File: config.mk
export PLATFORM = sky130hd
export DESIGN_NAME = countdown_timer_flat
export DESIGN_NICKNAME = d
export VERILOG_FILES = /design/src/rtl/countdown_timer_if.sv /design/src/rtl/countdown_timer.sv /design/src/flat_wrapper.sv
export SDC_FILE = /design/constraint.sdc
export NUM_CORES = 1
export LEC_CHECK = 0
export CORE_AREA = 2 2 110 112
export DETAILED_ROUTE_END_ITERATION = 16
export DIE_AREA = 0 0 112 114
export MAX_ROUTING_LAYER = met4
export PLACE_DENSITY = 0.79
export SLEW_MARGIN = 40
export SYNTH_ARGS = -nofsm -noshare
export SYNTH_HDL_FRONTEND = slang
export SYNTH_SLANG_ARGS = --single-unit
File: constraint.sdc
create_clock -name clk -period 10.6 [get_ports clk]
set_clock_uncertainty 0.15 [all_clocks]
set_input_delay 2.12 -clock clk [delete_from_list [all_inputs] [get_ports clk]]
set_output_delay 2.12 -clock clk [all_outputs]
set_load 0.005 [all_outputs]
File: src/rtl/countdown_timer_if.sv
// rtl/countdown_timer_if.sv - button/switch inputs and count/display outputs of the countdown core
interface countdown_timer_if;
   logic        pulse_btnu;
   logic        pulse_btnl;
   logic        pulse_btnr;
   logic        pulse_btnd;
   logic        sw0;
   logic        sw1;
   logic [13:0] count;
   logic [3:0]  dig3;
   logic [3:0]  dig2;
   logic [3:0]  dig1;
   logic [3:0]  dig0;
   logic        zero;
   logic        low;

   modport master (
      output pulse_btnu, pulse_btnl, pulse_btnr, pulse_btnd, sw0, sw1,
      input  count, dig3, dig2, dig1, dig0, zero, low
   );

   modport slave (
      input  pulse_btnu, pulse_btnl, pulse_btnr, pulse_btnd, sw0, sw1,
      output count, dig3, dig2, dig1, dig0, zero, low
   );
endinterface

File: src/rtl/countdown_timer.sv
// rtl/countdown_timer.sv - saturating 0..9999 second countdown with button adds, presets and BCD digits
module countdown_timer #(
   parameter int TICK_CYCLES = 100000000,
   parameter int ADD_U       = 10,
   parameter int ADD_L       = 180,
   parameter int ADD_R       = 200,
   parameter int ADD_D       = 550,
   parameter int MAX_COUNT   = 9999,
   parameter int LOW_LIMIT   = 200
) (
   input logic              clk,
   input logic              rst,
   countdown_timer_if.slave tmr
);
   localparam int PW = (TICK_CYCLES > 1) ? $clog2(TICK_CYCLES) : 1;

   logic [13:0] count_q, count_d;
   logic [PW-1:0] presc_q, presc_d;
   logic [3:0]  hist_q;
   logic [3:0]  btn;
   logic [3:0]  rise;
   logic [10:0] add_sum;
   logic        tick;
   logic        dec;
   logic [14:0] sum;
   logic [15:0] bcd;

   assign btn  = {tmr.pulse_btnd, tmr.pulse_btnr, tmr.pulse_btnl, tmr.pulse_btnu};
   assign rise = btn & ~hist_q;

   always_comb begin
      add_sum = '0;
      if (rise[0]) add_sum = add_sum + 11'(ADD_U);
      if (rise[1]) add_sum = add_sum + 11'(ADD_L);
      if (rise[2]) add_sum = add_sum + 11'(ADD_R);
      if (rise[3]) add_sum = add_sum + 11'(ADD_D);

      tick = (presc_q == PW'(TICK_CYCLES - 1));
      dec  = tick && (count_q != '0);
      // dec is only taken when count is nonzero, so the subtraction cannot wrap
      sum  = {1'b0, count_q} + {4'b0, add_sum} - {14'b0, dec};

      count_d = (sum > 15'(MAX_COUNT)) ? 14'(MAX_COUNT) : sum[13:0];
      presc_d = ((count_q == '0) || tick) ? '0 : presc_q + 1'b1;

      if (tmr.sw1) begin
         count_d = 14'd185;
         presc_d = '0;
      end else if (tmr.sw0) begin
         count_d = 14'd15;
         presc_d = '0;
      end
   end

   always_ff @(posedge clk) begin
      if (rst) begin
         count_q <= '0;
         presc_q <= '0;
         hist_q  <= btn;
      end else begin
         count_q <= count_d;
         presc_q <= presc_d;
         hist_q  <= btn;
      end
   end

   // shift-add-3 binary to BCD; 14 input bits fit in four digits for counts up to 9999
   always_comb begin
      bcd = '0;
      for (int i = 13; i >= 0; i--) begin
         if (bcd[3:0]   > 4'd4) bcd[3:0]   = bcd[3:0]   + 4'd3;
         if (bcd[7:4]   > 4'd4) bcd[7:4]   = bcd[7:4]   + 4'd3;
         if (bcd[11:8]  > 4'd4) bcd[11:8]  = bcd[11:8]  + 4'd3;
         if (bcd[15:12] > 4'd4) bcd[15:12] = bcd[15:12] + 4'd3;
         bcd = {bcd[14:0], count_q[i]};
      end
   end

   assign tmr.count = count_q;
   assign tmr.dig3  = bcd[15:12];
   assign tmr.dig2  = bcd[11:8];
   assign tmr.dig1  = bcd[7:4];
   assign tmr.dig0  = bcd[3:0];
   assign tmr.zero  = (count_q == '0);
   assign tmr.low   = (count_q != '0) && (count_q < 14'(LOW_LIMIT));
endmodule

File: src/flat_wrapper.sv
// flat-port wrapper written by rule: the top's interface ports become plain ports
module countdown_timer_flat 
#(
   parameter int TICK_CYCLES = 100000000,
   parameter int ADD_U       = 10,
   parameter int ADD_L       = 180,
   parameter int ADD_R       = 200,
   parameter int ADD_D       = 550,
   parameter int MAX_COUNT   = 9999,
   parameter int LOW_LIMIT   = 200
)
  (clk, rst, tmr_pulse_btnu, tmr_pulse_btnl, tmr_pulse_btnr, tmr_pulse_btnd, tmr_sw0, tmr_sw1, tmr_count, tmr_dig3, tmr_dig2, tmr_dig1, tmr_dig0, tmr_zero, tmr_low);
  countdown_timer_if tmr_i ();
  input logic clk;
  input logic rst;
  input wire logic [$bits(tmr_i.pulse_btnu)-1:0] tmr_pulse_btnu;
  input wire logic [$bits(tmr_i.pulse_btnl)-1:0] tmr_pulse_btnl;
  input wire logic [$bits(tmr_i.pulse_btnr)-1:0] tmr_pulse_btnr;
  input wire logic [$bits(tmr_i.pulse_btnd)-1:0] tmr_pulse_btnd;
  input wire logic [$bits(tmr_i.sw0)-1:0] tmr_sw0;
  input wire logic [$bits(tmr_i.sw1)-1:0] tmr_sw1;
  output wire logic [$bits(tmr_i.count)-1:0] tmr_count;
  output wire logic [$bits(tmr_i.dig3)-1:0] tmr_dig3;
  output wire logic [$bits(tmr_i.dig2)-1:0] tmr_dig2;
  output wire logic [$bits(tmr_i.dig1)-1:0] tmr_dig1;
  output wire logic [$bits(tmr_i.dig0)-1:0] tmr_dig0;
  output wire logic [$bits(tmr_i.zero)-1:0] tmr_zero;
  output wire logic [$bits(tmr_i.low)-1:0] tmr_low;
  assign tmr_i.pulse_btnu = tmr_pulse_btnu;
  assign tmr_i.pulse_btnl = tmr_pulse_btnl;
  assign tmr_i.pulse_btnr = tmr_pulse_btnr;
  assign tmr_i.pulse_btnd = tmr_pulse_btnd;
  assign tmr_i.sw0 = tmr_sw0;
  assign tmr_i.sw1 = tmr_sw1;
  assign tmr_count = tmr_i.count;
  assign tmr_dig3 = tmr_i.dig3;
  assign tmr_dig2 = tmr_i.dig2;
  assign tmr_dig1 = tmr_i.dig1;
  assign tmr_dig0 = tmr_i.dig0;
  assign tmr_zero = tmr_i.zero;
  assign tmr_low = tmr_i.low;
  countdown_timer #(.TICK_CYCLES(TICK_CYCLES), .ADD_U(ADD_U), .ADD_L(ADD_L), .ADD_R(ADD_R), .ADD_D(ADD_D), .MAX_COUNT(MAX_COUNT), .LOW_LIMIT(LOW_LIMIT)) u_core (.clk(clk), .rst(rst), .tmr(tmr_i));
endmodule
==> impl_results.md <==
* Status: complete, no violations
* Mapped Area at 0.00682 sq mm
* GPL Wtd Cong at just under 1
* DR vias at 7,387
* CTS clock-pin slew for the worst setup and hold paths at 60 ps
* Total GRT Usage at 0.273
* Residual DRC count at 0
* Die Span Y at 114 microns
* Setup TNS at 0 ps
* Initial Utilization at 0.582
* Delay of the slowest critical-path stage at slightly below 600 ps
* Post-Syn Nets at ~1,000
* Worst Tran Pin Value at roughly 830 ps
* EDFF count, synth at 0
* Worst Setup End Kind: primary output
* Final Setup Violations at 0
* CORE AREA at 0.0117 sq mm
* Initial antenna violation count at 0
* Pre-CTS setup slack at around 280 ps
* Port Buffers at 39
* CP max-delay cell: or4_4
* Ys flop type: dfxtp_1
* Mean Syn Cell Area at ~7 sq um
* First-pass GRT wire length at between 20,000 and 30,000 microns
* Min Tclk post-route at roughly 10,000 ps
* Cell row count at 40
* WP data arrival at 7950 ps
* Largest net degree at the start of global routing at 27
* H-tree levels at 2
* DR pass1 iterations at 7
* Gate power share at 0.841
* Share of cells above drive strength 1 at 0.111
* HPWL Detailed at between 10,000 and 15,000 microns
* Yosys reg bits at between 40 and 50
* Met1 Usage GRT at 0.376
* Clk Latency, worst-skew pair at 290 ps
* Net Switching at 1.11 mW
* Top cells by area, synth: dfxtp_1 (13%), ha_1 (11%), nor2_1 (5.4%)
* Fin util at 0.663
* Placed instance area at roughly 0.0073 sq mm
* Max Slew Vio Count at 0
* Diode count at 0
* Fin. Hold Viols at 0
* WL/cell at between 15 and 20 microns
* Clock buffer count from CTS at 5
* IR drop worst, VDD at roughly 580 uV
* Post-synth top area share at 0.132
* Internal power at 1.24 mW
* Synth Warn # at 0
* Net Sw Frac at 0.473
* Asr flop ratio synth at 0
* Met3 Use GR at 0.0298
* Max Cap Violations at 0
* Most Crowded Layer GR: met2
* Area of the die at around 0.013 sq mm
* DR iter-0 viols at between 700 and 800
* Fin worst setup slack at ~380 ps
* Setup crit start kind: flop
* Hold Path Class: reg -> reg
* Top cell type by total area after synthesis: dfxtp_1
* Cells after Synth at between 900 and 1,000
* Ports at 40
* Fmax at between 90 and 100 MHz
* Max Fanout on Critical Path at 12
* GRT overflow at 0
* Clock sinks at 45
* Pleak at about 2.9 nW
* Worst Path Buf+Inv at 5
* Post-route ant nets at 0
* Seq/Total Area, Yosys at 0.132
* Crit share post-route at 0.964
* Post-synth cell types at 93
* Post-DR vias/cell at 6.55
* Clock Power Share at 0.077
* CTS tree: done
* Die X-Extent at 112 microns
* Final Cell Area at approximately 0.0078 sq mm
* Met2 Use GR at 0.433
* Max-slew headroom at 0.446
* Max clock buf depth at 2
* Sequential share of power at 0.082
* Crit Path Category: reg -> out
* Vias in the first global route at approximately 6,400
* Detailed Route WL at roughly 18,000 microns
* Layout net count at 1,047
* Kind of cell adding the most delay to the critical path: compound AO/OA/AOI/OAI gates
* Layout area overhead at 13.8%
* PD cells at 304 mW/mm^2
* Critical Path RT at roughly 8300 ps
* Register-to-register setup slack at ~4800 ps
* Root Buffer: clkbuf_16
## cells by family after synthesis
kind of cell               synth area share
xor gates and xnor gates             0.0718
adders and majority gates             0.111
muxes                                0.0288
DFF                                   0.132
AOI/OAI and AO/OA                     0.338
buffers and inverters                0.0681
and+or+nand+nor                       0.251
## power groups by stage
stage	sequential [mW]	clock (mW)	combinational, mW
floorplan	0.187	0	1.26
global placement	0.196	0	1.84
detailed placement	0.196	0	1.85
CTS	0.193	0.182	1.87
global route	0.195	0.188	2.16
finish	0.194	0.180	1.98
## cell usage after synthesis, types with 18 or more instances
cell and instances:
nor2_1 98, nand2_1 76, a21oi_1 72, inv_1 61
ha_1 59, o21ai_0 47, dfxtp_1 45, nor3_1 41
xnor2_1 36, nand3_1 34, clkbuf_1 31, xor2_1 18
## per-stage QoR
step,total power [mW],hold WS (ps),std cells
finish,2.36,321,1127
global route,2.55,348,1127
CTS,2.25,326,1112
detailed placement,2.05,310,1104
global placement,2.04,299,1104
floorplan,1.44,280,955
## layout by cell type, fill, tap and decap left out, drive strengths merged, types with 12 or more instances in the layout
cell type,netlist,routed
dfxtp,45,45
nand3,37,37
a211oi,15,15
inv,61,63
xor2,18,18
o21bai,12,12
nor4,16,16
nand2b,12,12
xnor2,37,37
or3,12,12
nor2,100,100
a31oi,18,18
buf,20,29
nor3,43,43
o21ai,53,53
mux2i,14,14
ha,59,59
a21oi,72,72
clkdlybuf4s50,0,39
nand2,77,77
## per-layer routing
metal	vias up	part of all wire
li1	3618	-
met1	3385	0.45
met2	330	0.46
met3	54	0.066
met4	0	0.023
met5	-	0
## state kept, by name, indices dropped and copies added (netlist names)
| name | cells |
|---|---|
| u_core.presc_q | 27 |
| u_core.hist_q | 4 |
| u_core.tmr.count | 14 |
## layout make-up
type | count | area (sq um)
Multi-Input combinational cell | 795 | 5650
Fill cell | 1008 | 3950
Sequential cell | 45 | 902
Timing Repair Buffer | 68 | 608
Inverter | 64 | 240
Tap cell | 147 | 184
Clock buffer | 5 | 125
Clock inverter | 3 | 47.5
## final timing paths
path | start | to | cells past startpoint
setup / recovery | u_core.tmr.count[12] | tmr_dig1[2] | 28
hold / removal | u_core.presc_q[0] | u_core.presc_q[0] | 1
setup reg to reg | u_core.tmr.count[7] | u_core.tmr.count[7] | 25
hold reg to reg | u_core.presc_q[0] | u_core.presc_q[0] | 1
## timing repair
item                       in CTS  in global routing
setup endpoints to repair       2                 15
pin swaps                       0                  7
hold buffers                    0                  0
resized for setup               1                 39
setup buffers                   0                 15
Note: power is estimated with default switching activity, not from simulation.
